## src/rtl/div_issue_queue_pkg.sv

```systemverilog
// Shared types and helpers for the divide issue queue: dispatch/issue uop layouts,
// branch-bus field offsets, divide opcodes and the wrap-around sequence-number compare.
package div_issue_queue_pkg;

    localparam int unsigned DIV_LATENCY  = 34;
    localparam int unsigned BR_TAKEN_BIT = 51;
    localparam int unsigned BR_SQN_LSB   = 13;

    localparam logic [5:0] OP_DIV  = 6'h0c;
    localparam logic [5:0] OP_DIVU = 6'h0d;
    localparam logic [5:0] OP_REM  = 6'h0e;
    localparam logic [5:0] OP_REMU = 6'h0f;

    typedef struct packed {
        logic [31:0] srcA;
        logic [31:0] srcB;
        logic [5:0]  tagA;
        logic [5:0]  tagB;
        logic        availA;
        logic        availB;
        logic [5:0]  opcode;
        logic [5:0]  tagDst;
        logic [4:0]  nmDst;
        logic [5:0]  sqN;
        logic [31:0] pc;
    } DIV_DISP_UOP_T;

    typedef struct packed {
        logic [31:0] srcA;     // 170:139
        logic [31:0] srcB;     // 138:107
        logic [31:0] pc;       // 106:75
        logic [31:0] rsvd_hi;  // 74:43
        logic [5:0]  opcode;   // 42:37
        logic [5:0]  tagDst;   // 36:31
        logic [4:0]  nmDst;    // 30:26
        logic [5:0]  sqN;      // 25:20
        logic [18:0] rsvd_lo;  // 19:1
        logic        valid;    // 0
    } DIV_ISSUE_UOP_T;

    // a is older than b when the 6-bit difference is negative.
    function automatic logic sqn_older(input logic [5:0] a, input logic [5:0] b);
        logic [5:0] d;
        d = a - b;
        return d[5];
    endfunction

    function automatic logic sqn_younger(input logic [5:0] a, input logic [5:0] b);
        logic [5:0] d;
        d = a - b;
        return (d != 6'd0) && !d[5];
    endfunction

endpackage

```

## src/rtl/div_iq_select.sv

```systemverilog
// Combinational oldest-ready picker: grants the valid, ready slot whose sqN is oldest.
module div_iq_select
    import div_issue_queue_pkg::*;
#(
    parameter int unsigned DEPTH = 4
) (
    input  logic [DEPTH-1:0]      valid_i,
    input  logic [DEPTH-1:0]      ready_i,
    input  logic [DEPTH-1:0][5:0] sqn_i,
    output logic [DEPTH-1:0]      grant_o
);

    logic [DEPTH-1:0] cand;

    always_comb begin
        cand    = valid_i & ready_i;
        grant_o = '0;
        for (int i = 0; i < DEPTH; i++) begin
            grant_o[i] = cand[i];
            for (int j = 0; j < DEPTH; j++) begin
                // An older rival, or an equal sqN in a lower slot, blocks slot i.
                if (j != i && cand[j] &&
                    (sqn_older(sqn_i[j], sqn_i[i]) || (j < i && sqn_i[j] == sqn_i[i]))) begin
                    grant_o[i] = 1'b0;
                end
            end
        end
    end

endmodule

```

## src/rtl/div_issue_queue.sv

```systemverilog
// Divide issue queue: buffers dispatched divide uops, wakes operands from the result buses,
// issues the oldest ready uop spaced by the divider latency, and squashes on mispredict.
module div_issue_queue
    import div_issue_queue_pkg::*;
#(
    parameter int unsigned DEPTH       = 4,
    parameter int unsigned NUM_WB      = 3,
    parameter int unsigned DIV_LATENCY = div_issue_queue_pkg::DIV_LATENCY
) (
    input  logic                 clk,
    input  logic                 rst,
    input  logic                 IN_enqValid,
    input  DIV_DISP_UOP_T        IN_enqUop,
    output logic                 OUT_enqReady,
    input  logic [NUM_WB-1:0]    IN_wbValid,
    input  logic [NUM_WB*6-1:0]  IN_wbTag,
    input  logic [NUM_WB*32-1:0] IN_wbResult,
    input  logic [51:0]          IN_branch,
    input  logic                 IN_divBusy,
    output logic [170:0]         OUT_uop
);

    localparam int unsigned IDX_W = (DEPTH > 1) ? $clog2(DEPTH) : 1;
    localparam int unsigned CNT_W = $clog2(DIV_LATENCY + 1);

    DIV_DISP_UOP_T    entries_q [DEPTH];
    DIV_DISP_UOP_T    entries_d [DEPTH];
    logic [DEPTH-1:0] valid_q, valid_d;
    logic             enq_ready_q, enq_ready_d;
    DIV_ISSUE_UOP_T   out_q, out_d;
    logic [CNT_W-1:0] cooldown_q, cooldown_d;
    logic             inflight_valid_q, inflight_valid_d;
    logic [5:0]       inflight_sqn_q, inflight_sqn_d;

    logic                  br_kill;
    logic [5:0]            br_sqn;
    logic [DEPTH-1:0]      ready;
    logic [DEPTH-1:0]      grant;
    logic [DEPTH-1:0][5:0] sqn;
    logic                  issue;
    DIV_DISP_UOP_T         issue_uop;
    logic                  enq_found;
    logic                  enq_fire;
    logic [IDX_W-1:0]      enq_idx;

    assign br_kill = IN_branch[BR_TAKEN_BIT];
    assign br_sqn  = IN_branch[BR_SQN_LSB +: 6];

    // Scanning buses from high to low lets the lowest matching bus win.
    function automatic DIV_DISP_UOP_T wakeup(input DIV_DISP_UOP_T u);
        DIV_DISP_UOP_T w;
        w = u;
        for (int i = NUM_WB - 1; i >= 0; i--) begin
            if (IN_wbValid[i]) begin
                if (!u.availA && IN_wbTag[i*6 +: 6] == u.tagA) begin
                    w.availA = 1'b1;
                    w.srcA   = IN_wbResult[i*32 +: 32];
                end
                if (!u.availB && IN_wbTag[i*6 +: 6] == u.tagB) begin
                    w.availB = 1'b1;
                    w.srcB   = IN_wbResult[i*32 +: 32];
                end
            end
        end
        return w;
    endfunction

    always_comb begin
        issue_uop = entries_q[0];
        for (int e = 0; e < DEPTH; e++) begin
            ready[e] = entries_q[e].availA & entries_q[e].availB;
            sqn[e]   = entries_q[e].sqN;
            if (grant[e]) begin
                issue_uop = entries_q[e];
            end
        end
    end

    div_iq_select #(
        .DEPTH (DEPTH)
    ) u_select (
        .valid_i (valid_q),
        .ready_i (ready),
        .sqn_i   (sqn),
        .grant_o (grant)
    );

    always_comb begin
        valid_d          = valid_q;
        out_d            = '0;
        cooldown_d       = cooldown_q;
        inflight_valid_d = inflight_valid_q;
        inflight_sqn_d   = inflight_sqn_q;
        enq_found        = 1'b0;
        enq_idx          = '0;

        for (int e = 0; e < DEPTH; e++) begin
            entries_d[e] = wakeup(entries_q[e]);
        end

        if (cooldown_q != '0) begin
            cooldown_d = cooldown_q - CNT_W'(1);
        end

        issue = !IN_divBusy && (cooldown_q == '0) && !br_kill && (|grant);
        if (issue) begin
            valid_d          = valid_q & ~grant;
            out_d.valid      = 1'b1;
            out_d.srcA       = issue_uop.srcA;
            out_d.srcB       = issue_uop.srcB;
            out_d.pc         = issue_uop.pc;
            out_d.opcode     = issue_uop.opcode;
            out_d.tagDst     = issue_uop.tagDst;
            out_d.nmDst      = issue_uop.nmDst;
            out_d.sqN        = issue_uop.sqN;
            cooldown_d       = CNT_W'(DIV_LATENCY - 1);
            inflight_valid_d = 1'b1;
            inflight_sqn_d   = issue_uop.sqN;
        end

        if (br_kill) begin
            for (int e = 0; e < DEPTH; e++) begin
                if (sqn_younger(entries_q[e].sqN, br_sqn)) begin
                    valid_d[e] = 1'b0;
                end
            end
            // A squashed in-flight divide no longer needs its spacing window.
            if (inflight_valid_q && sqn_younger(inflight_sqn_q, br_sqn)) begin
                cooldown_d       = '0;
                inflight_valid_d = 1'b0;
            end
        end

        for (int e = DEPTH - 1; e >= 0; e--) begin
            if (!valid_q[e]) begin
                enq_found = 1'b1;
                enq_idx   = IDX_W'(e);
            end
        end
        enq_fire = IN_enqValid && enq_ready_q && enq_found &&
                   !(br_kill && sqn_younger(IN_enqUop.sqN, br_sqn));
        if (enq_fire) begin
            entries_d[enq_idx] = wakeup(IN_enqUop);
            valid_d[enq_idx]   = 1'b1;
        end

        enq_ready_d = ~(&valid_d);
    end

    always_ff @(posedge clk) begin
        if (rst) begin
            valid_q          <= '0;
            enq_ready_q      <= 1'b1;
            out_q            <= '0;
            cooldown_q       <= '0;
            inflight_valid_q <= 1'b0;
            inflight_sqn_q   <= '0;
        end else begin
            valid_q          <= valid_d;
            enq_ready_q      <= enq_ready_d;
            out_q            <= out_d;
            cooldown_q       <= cooldown_d;
            inflight_valid_q <= inflight_valid_d;
            inflight_sqn_q   <= inflight_sqn_d;
        end
    end

    always_ff @(posedge clk) begin
        entries_q <= entries_d;
    end

    assign OUT_uop      = out_q;
    assign OUT_enqReady = enq_ready_q;

endmodule

```

## config.mk

```make
export PLATFORM = sky130hd
export DESIGN_NAME = div_issue_queue
export DESIGN_NICKNAME = d
export VERILOG_FILES = /design/src/rtl/div_issue_queue_pkg.sv /design/src/rtl/div_iq_select.sv /design/src/rtl/div_issue_queue.sv
export SDC_FILE = /design/constraint.sdc
export NUM_CORES = 2
export LEC_CHECK = 0
export BUFFER_PORTS_ARGS = -buffer_cell sky130_fd_sc_hd__buf_2
export CORE_ASPECT_RATIO = 1.75
export CORE_MARGIN = 2
export CORE_UTILIZATION = 24
export CTS_CLUSTER_SIZE = 20
export DETAILED_ROUTE_END_ITERATION = 16
export GPL_TIMING_DRIVEN = 0
export SLEW_MARGIN = 20
export SYNTH_ARGS = -nofsm -noshare
export SYNTH_HDL_FRONTEND = slang
export SYNTH_SLANG_ARGS = --single-unit
```

## constraint.sdc

```tcl
create_clock -name clk -period 10.05 [get_ports clk]
set_input_delay 1.005 -clock clk [delete_from_list [all_inputs] [get_ports clk]]
set_output_delay 1.005 -clock clk [all_outputs]
set_load 0.03 [all_outputs]
```

==> flow_summary.ini <==
[sta]
finalSetupViolCount = 0
skew_ps = 69.8
worst_pin_slew_ps = 1300
hold_viol = 0
slew_headroom = 0.131
finalCritPeriodShare = 0.517
setup_ws_ps = 4860
period_needed_ps = 5190
report.final.slew_viol_count = 0
rsz0062_at_grt = false
max_freq_mhz = 193
timing.setup.tns_ps = 0

[logic_synthesis]
yosys_register_bits = 670
synth_top_area_cell = dfxtp_1
synthArstFlopShare = 0
ys.warnings.count = 0
synthDominantCellAreaShare = 0.210
synth-seq-area-share = 0.419
postSynthAreaPerCell_um2 = 9.33
syn_inst = 4117
synth.area.top_cells = dfxtp_1 21%, edfxtp_1 21%, mux2i_1 12%
ys_types = 72
synthFlopType = dfxtp_1
syn-cell-area_um2 = 38400
synth_edf_count = 268
ys_top_cells_by_count = 458 x mux2i_1, 451 x a211oi_1, 402 x dfxtp_1
yosysMostFrequentCell = mux2i_1

[critical_path]
reg2reg_slack_ps = 4890
crit_start = IN_branch[14]
critPathCaptureType = register
r2r_cells = 12
crit_type = input pin to register
worstPathRequired_ps = 10430
reg2reg_to = OUT_uop[170]
cp_max_fo = 36
start_kind = input pin
critPathArrivalTime_ps = 5570

[run_status]
status = completed

[power_and_ir_drop]
power_leakage_nw = 16.7
switching_share = 0.317
p_seq_frac = 0.424
p_total_mw = 8.55
irDropWorstVdd_mv = 0.218
power.internal_mw = 5.84
p_per_area_nw_per_um2 = 189
pwr-share-clk = 0.350
p_comb_frac = 0.226
switchingPower_mw = 2.71

[cts]
post_cts_buffers = 0
cts_root_buf = clkbuf_16
cts.sinks = 670
cts_buffers = 74
htree_num_levels = 3
cts_tree = built
clkTransAtPathRegs_ps = 70
cts-resized-gates = 0
hold_buffers = 0
clock_latency_ps = 740
cts_max_path_buffers = 3

[die]
num_io_pins = 478
die_area_um2 = 163000
core_um2 = 159000
die_y_um = 533
start_util = 0.241
die_w_um = 306
rows = 194

[hold_path]
min_path_type = register to register
worstHoldPathCells = 2
worstHoldStart = inflight_valid_q
holdPathEnd = inflight_valid_q

[placement]
gp_congestion = 0.968
portBuffers = 265
place_ws_ps = 4230
dp_hpwl_um = 137000

[global_route]
grt_pass1_vias = 35600
antenna_found_initial = 70
grt_max_degree = 47
grt_pass1_wl_um = 261000
globalRouteTotalUtil = 0.220
gr-total-overflow = 0

[finish]
multiInputGateArea_um2 = 20100
fill_cells = 16900
layout-drive-gt1-share = 0.127
nets = 4921
area_delta_synth_final_pct = 18.1
seq_area_um2 = 16100

[route]
drt-pass1-iter-count = 9
ant_nets = 0
drc = 0
drt_iter0_drc = 3949
drt-total-wl_um = 188000
vias = 36200
vias_per_cell = 5.44
wl_per_cell_um = 28.2

[flow_run]
maxCapViolCount = 0
## cell families after synthesis
family	count (synthesis)	synth area share
AOI/OAI and AO/OA	1262	0.211
and+or+nand+nor	888	0.107
DFF	670	0.419
buffers and inverters	533	0.0628
muxes	458	0.119
xor gates and xnor gates	208	0.0478
adders and majority gates	97	0.0328
other	1	0.0000977
## placed cells by master, fill, tap and decap left out, types with 51 or more instances in the layout
cell / synthesis / routed
a21oi_1: 358 / 357
inv_1: 55 / 54
o21a_1: 119 / 119
and2_1: 124 / 124
nor2_1: 349 / 349
a211oi_1: 451 / 451
a31oi_1: 117 / 117
buf_4: 74 / 75
edfxtp_1: 268 / 268
nand2_1: 241 / 241
conb_1: 1 / 51
dfxtp_1: 402 / 402
mux2i_1: 458 / 458
clkbuf_16: 0 / 75
o21ai_0: 148 / 148
xnor2_1: 117 / 117
xor2_1: 89 / 89
ha_1: 91 / 91
clkbuf_1: 264 / 269
buf_2: 76 / 341
buf_1: 59 / 58
## through the flow
| step | utilization | std cells | hold WS [ps] | cell area (µm²) |
|---|---|---|---|---|
| 2_1_floorplan | - | 4167 | 422 | 38600 |
| 3_3_place_gp | 0.267 | 6490 | 458 | 42500 |
| 3_5_place_dp | 0.268 | 6499 | 463 | 42700 |
| 4_1_cts | 0.284 | 6634 | 454 | 45300 |
| 5_1_grt | 0.285 | 6642 | 492 | 45300 |
| 6_report | 0.285 | 6654 | 472 | 45400 |
## area by class of cell
type	instances	share of cell area
sequential	670	0.355
multi-input combinational	2964	0.443
clock inverter	45	0.0124
buffer	478	0.0489
timing repair buffer	275	0.0337
antenna	19	0.00105
inverter	55	0.00466
clock buffer	90	0.0444
tap	2058	0.0568
## worst max-delay path: stages
cell and delay, ps:
buf_2 270, inv_1 240, ha_1 320, nor2b_1 130
o21a_1 200, o21a_1 180, o21ai_1 150, mux2i_1 290
a21oi_1 970, clkbuf_1 690, clkbuf_4 470, buf_16 280
buf_16 270
## power groups by stage
stage          combinational, mW  clock, mW  sequential, mW
3_5_place_dp                1.87          0            3.67
6_report                    1.93       2.99            3.63
5_1_grt                     2.10       3.12            3.66
2_1_floorplan               1.41          0            3.58
3_3_place_gp                1.80          0            3.66
4_1_cts                     1.88       3.04            3.61
## per-layer routing
metal,track usage,vias up,share of wire
li1,-,15700,-
met1,0.244,17400,0.36
met2,0.360,2332,0.46
met3,0.0713,748,0.10
met4,0.147,74,0.075
met5,0,-,0.0025
## how the worst max path moves through the flow
stage / to / slack [ps]
after floorplan: register / 4740
after detailed placement: register / 4230
after global routing: register / 4700
after CTS: OUT_uop[170] / 4760
after global placement: entries_q[394] / 300
final: register / 4860
No activity file was read; power rests on OpenSTA's default activity.
